File: src/rtl/inst_fetch.sv
// Instruction fetch front end: owns the fetch PC, keeps one read outstanding on
// the SRAM-style port and buffers {pc, inst} pairs for decode in a 2-entry queue.
module inst_fetch #(
  parameter int                    ADDR_WIDTH = 32,
  parameter int                    INST_WIDTH = 32,
  parameter logic [ADDR_WIDTH-1:0] RESET_PC   = 32'h1c00_0000
) (
  input  logic                  clk,
  input  logic                  rst_n,
  output logic                  inst_req,
  output logic [ADDR_WIDTH-1:0] inst_addr,
  input  logic                  inst_addr_ok,
  input  logic [INST_WIDTH-1:0] inst_rdata,
  input  logic                  inst_data_ok,
  output logic                  out_valid,
  input  logic                  out_ready,
  output logic [ADDR_WIDTH-1:0] out_pc,
  output logic [INST_WIDTH-1:0] out_inst,
  input  logic                  branch_en,
  input  logic [ADDR_WIDTH-1:0] branch_addr,
  input  logic                  jump_en,
  input  logic [ADDR_WIDTH-1:0] jump_addr
);

  // state | meaning
  // IDLE  | no request outstanding
  // REQ   | inst_req asserted, waiting for addr_ok
  // WAIT  | address accepted, waiting for data_ok
  typedef enum logic [1:0] {IDLE, REQ, WAIT} state_t;

  state_t                state, state_nxt;
  logic [ADDR_WIDTH-1:0] fetch_pc, fetch_pc_nxt, addr_q, target;
  logic                  drop, drop_nxt;
  logic [ADDR_WIDTH-1:0] q_pc   [2];
  logic [INST_WIDTH-1:0] q_inst [2];
  logic                  head, tail;
  logic [1:0]            count;
  logic                  consume, redirect, data_in, push, pop, space_ok;

  assign out_valid = (count != 2'd0);
  assign out_pc    = q_pc[head];
  assign out_inst  = q_inst[head];
  assign inst_req  = (state == REQ);
  assign inst_addr = addr_q;

  assign consume  = out_valid & out_ready;
  assign redirect = consume & (branch_en | jump_en);
  assign target   = (branch_en ? branch_addr : jump_addr) & ~ADDR_WIDTH'(3);
  assign data_in  = (state == WAIT) & inst_data_ok;
  assign push     = data_in & ~drop & ~redirect;
  assign pop      = consume & ~redirect;
  assign tail     = head ^ count[0];

  // Occupancy includes the entry landing this cycle, so a newly issued read
  // always has a free slot when its data returns.
  assign space_ok = ({1'b0, count} + {2'b00, push} - {2'b00, consume}) < 3'd2;

  always_comb begin
    state_nxt    = state;
    fetch_pc_nxt = fetch_pc;
    drop_nxt     = drop;
    case (state)
      IDLE:    if (space_ok) state_nxt = REQ;
      REQ:     if (inst_addr_ok) state_nxt = WAIT;
      WAIT:    if (inst_data_ok) state_nxt = space_ok ? REQ : IDLE;
      default: state_nxt = IDLE;
    endcase
    if (data_in) begin
      drop_nxt = 1'b0;
      if (push) fetch_pc_nxt = fetch_pc + ADDR_WIDTH'(4);
    end
    if (redirect) begin
      fetch_pc_nxt = target;
      if (state != IDLE && !data_in) drop_nxt = 1'b1;
    end
  end

  always_ff @(posedge clk or negedge rst_n) begin
    if (!rst_n) begin
      state    <= IDLE;
      fetch_pc <= RESET_PC;
      drop     <= 1'b0;
      addr_q   <= '0;
      head     <= 1'b0;
      count    <= 2'd0;
      for (int i = 0; i < 2; i++) begin
        q_pc[i]   <= '0;
        q_inst[i] <= '0;
      end
    end else begin
      state    <= state_nxt;
      fetch_pc <= fetch_pc_nxt;
      drop     <= drop_nxt;
      if (state_nxt == REQ && state != REQ) addr_q <= fetch_pc_nxt;
      if (push) begin
        q_pc[tail]   <= fetch_pc;
        q_inst[tail] <= inst_rdata;
      end
      if (redirect) begin
        head  <= 1'b0;
        count <= 2'd0;
      end else begin
        head  <= head ^ pop;
        count <= count + {1'b0, push} - {1'b0, pop};
      end
    end
  end

  a_no_overflow: assert property (@(posedge clk) disable iff (!rst_n)
    !(push && count == 2'd2))
    else $error("inst_fetch: push into full queue");

endmodule

File: config.mk
export PLATFORM = sky130hd
export DESIGN_NAME = inst_fetch
export DESIGN_NICKNAME = d
export VERILOG_FILES = /design/src/rtl/inst_fetch.sv
export SDC_FILE = /design/constraint.sdc
export NUM_CORES = 1
export LEC_CHECK = 0
export ABC_AREA = 1
export BUFFER_PORTS_ARGS = -buffer_cell sky130_fd_sc_hd__buf_2
export CORE_MARGIN = 3
export CORE_UTILIZATION = 55
export CTS_CLUSTER_SIZE = 10
export DETAILED_ROUTE_END_ITERATION = 6
export PLACE_DENSITY = 0.8
export SYNTH_ARGS = -nofsm -noshare
export SYNTH_HDL_FRONTEND = slang
export SYNTH_SLANG_ARGS = --single-unit
File: constraint.sdc
create_clock -name clk -period 3.9 [get_ports clk]
set_input_delay 0.195 -clock clk [delete_from_list [all_inputs] [get_ports clk]]
set_output_delay 0.195 -clock clk [all_outputs]
set_load 0.1 [all_outputs]
==> reports/summary.txt <==
met3 usage -> 3.86%
busiest grt layer -> met2
Post-Synth Simple-Gate Area -> 29.6%
Synth Area in Compound Gates -> 10.7%
pin slew with the least headroom to its limit -> 0.982 ns
CTS buffer count -> 17
H-tree Lvls -> 4
gr ovfl total -> 0
achievable clock frequency -> 288 MHz
met1 usage in global routing -> 36.7%
die footprint -> 19,600 sq um
layout cell share with drive strength beyond 1 -> 22.3%
minimum clock period -> 3.47 ns
initial antenna violation count -> 0
Clock Sinks -> 198
mean post-synth cell area -> 7.80 sq um
Starting Density -> 56.6%
top area cells in the synthesized netlist -> dfrtp_1, nand2_1, o21ai_2, inv_1, o21ai_0
WS Path Type -> register to register
final hold violations -> 0
post-synth top area cell -> dfrtp_1
Die Wd -> 140 um
mux contribution to synthesized area -> 0.203%
Post-synth ARST share -> 100%
Yosys reg bits -> 198
First-pass DRT Iterations -> 5
crit start category -> register
Placed Area -> 10,900 sq um
initial drt markers -> 785
Tcrit/Tclk final -> 89.0%
GP Congestion -> 0.967
Arrival @ worst endpoint -> 3.84 ns
Clock transition at path regs -> 0.08 ns
Syn-to-layout area delta -> 16.9%
met2 Resource Use GR -> 36.8%
first-pass GRT wire length -> 39.0 mm
Mapped Cells -> 1,265
outcome -> finished, final reports clean
WL per Instance -> 14.0 um
Worst Setup End Kind -> register
number of I/O port buffers -> 196
core box area -> 17,400 sq um
number of synthesized flops with an enable pin -> 0
Ys Warns -> 0
drt total wl -> 23.4 mm
vias in the first global route -> 7,783
Post-Syn Nets -> 1,373
Clock Path Buffers -> 2
worst hold path class -> primary input to register
Slew HR -> 34.5%
Post-Syn Area -> 9870 sq um
Fin Clk Skew -> 0.0106 ns
WP data required -> 4.27 ns
max-cap viol count -> 0
Final Cell Area -> 11,500 sq um
Max Transition Viols Final -> 0
Top Ports -> 201
adder-cell share of the synthesized area -> 0.710%
register area share after synthesis -> 50.3%
drt via density -> 5.10
Synth Flop Type -> dfrtp_1
ANT nets after route -> 0
Antenna Cells -> 0
row cnt -> 48
Root Buffer -> clkbuf_16
Synth Area in XOR/XNOR -> 1.15%
Layout Nets -> 1,540
setup TNS -> 0 ns
largest net degree at the start of global routing -> 107
Netlist cell types -> 40
Vias -> 8,513
# fillers -> 1,575
area share of the largest cell type after synthesis -> 49.5%
post-DP HPWL -> 16.4 mm
unrepaired setup endpoints after global routing -> no
die span in y -> 140 um
Total Routing Usage GR -> 24.3%
setup violators final -> 0
worst-path fanout max -> 31
largest family of logic cells by synthesized area -> simple AND/OR/NAND/NOR gates
Remaining DRCs -> 0
Clock Latency Late Sink -> 0.43 ns
CTS tree -> built
what timing repair did:
action / in CTS / in global routing
setup buffers: 0 / 0
endpoints found under the hold margin: 104 / 0
hold buffers: 2 / 0
endpoints found under the setup margin: 0 / 0
gates resized for setup: 0 / 0
cell families (layout without fill, tap and decap cells):
family | Yosys count | after routing
flops | 198 | 198
compound gates | 162 | 162
mux | 2 | 2
xor+xnor | 13 | 13
buf+inv | 155 | 335
simple gates | 730 | 730
fa+ha+maj | 5 | 5
stage by stage:
| step | utilization, % | instances | setup WS [ns] | hold slack (ns) |
|---|---|---|---|---|
| 2_1_floorplan | - | 1265 | 0.251 | -0.101 |
| 3_3_place_gp | 62.7 | 1636 | 0.573 | 0.353 |
| 3_5_place_dp | 62.7 | 1636 | 0.463 | 0.360 |
| 4_1_cts | 66.2 | 1670 | 0.428 | 0.0148 |
| 5_1_grt | 66.2 | 1670 | 0.196 | 0.0138 |
| 6_report | 66.2 | 1670 | 0.427 | 0.0244 |
per-layer routing:
layer | up-vias | wire length, um
li1 | 4274 | -
met1 | 3881 | 11000
met2 | 326 | 10400
met3 | 32 | 1620
met4 | 0 | 431
met5 | - | 0
final cells by class:
type	instances	area, sq um	area share, %
clock buffer	18	429	3.72
timing repair buffer	210	1150	9.97
clock inverter	14	164	1.42
multi-input combinational	912	4200	36.4
inverter	93	349	3.03
sequential	198	4960	43.0
tap	225	282	2.44
critical path, cell delays in order (launching register included):
cell     delay, ns
dfrtp_1       0.41
inv_2         0.11
nand3_4       0.14
nor2_8        0.19
nand2_4       0.22
ha_1          0.34
or2_2         0.30
fa_1          0.49
nand4_1       0.16
inv_1         0.76
nand3_1       0.17
nand2_1       0.10
synth_stat cells, types with 2 or more instances:
library cell    n
nand2_1       598
dfrtp_1       195
inv_1          91
o21ai_0        67
nor2_1         62
o21ai_2        60
nand3_1        37
buf_2          22
o21ai_1        20
clkbuf_1       19
buf_6          15
xor2_1         11
nand4_1         8
nor3_1          7
buf_1           6
a21oi_1         5
ha_1            4
a31oi_1         3
and2_1          3
dfstp_2         3
nor2_2          3
or2_2           3
inv_2           2
mux2i_1         2
nor2_8          2
o211ai_1        2
xnor2_1         2
final timing paths:
check | from | to | slack (ns) | cells past startpoint
setup / recovery | state[0]$_DFF_PN0_ | inst_addr[16]$_DFFE_PN0P_ | 0.43 | 11
hold / removal | inst_rdata[26] | q_inst[26]$_DFFE_PN0P_ | 0.02 | 3
setup reg to reg | state[0]$_DFF_PN0_ | inst_addr[16]$_DFFE_PN0P_ | 0.43 | 11
hold reg to reg | q_inst[13]$_DFFE_PN0P_ | q_inst[13]$_DFFE_PN0P_ | 0.48 | 2
max in group asynchronous | rst_n | q_inst[1]$_DFFE_PN0P_ | 2.45 | 3
min in group asynchronous | rst_n | q_inst[57]$_DFFE_PN0P_ | 0.42 | 2
layout by cell type (no fill, tap or decap), types with 3 or more instances in the layout:
cell / synthesis / final
dfrtp_1: 195 / 194
or2_2: 3 / 3
nand2_1: 598 / 597
and2_1: 3 / 3
buf_4: 0 / 8
nor2_1: 62 / 62
ha_1: 4 / 4
nor3_1: 7 / 7
buf_2: 22 / 195
inv_2: 2 / 3
inv_1: 91 / 90
o21ai_1: 20 / 20
clkinv_4: 0 / 3
nor2_2: 3 / 3
xor2_1: 11 / 11
dfstp_2: 3 / 3
clkbuf_16: 0 / 17
buf_12: 0 / 4
o21ai_2: 60 / 60
nand3_1: 37 / 37
o21ai_0: 67 / 67
a21oi_1: 5 / 5
inv_6: 0 / 4
a31oi_1: 3 / 3
nand4_1: 8 / 8
state kept, by name, summed over array words and instances (netlist names):
register	cells
count	2
drop	1
fetch_pc	32
head	1
inst_addr	32
q_inst	64
q_pc	64
state	2
Power is left out: the tool's default activity adds up to more than one toggle a clock period on the data nets, which glitch-free logic cannot reach.
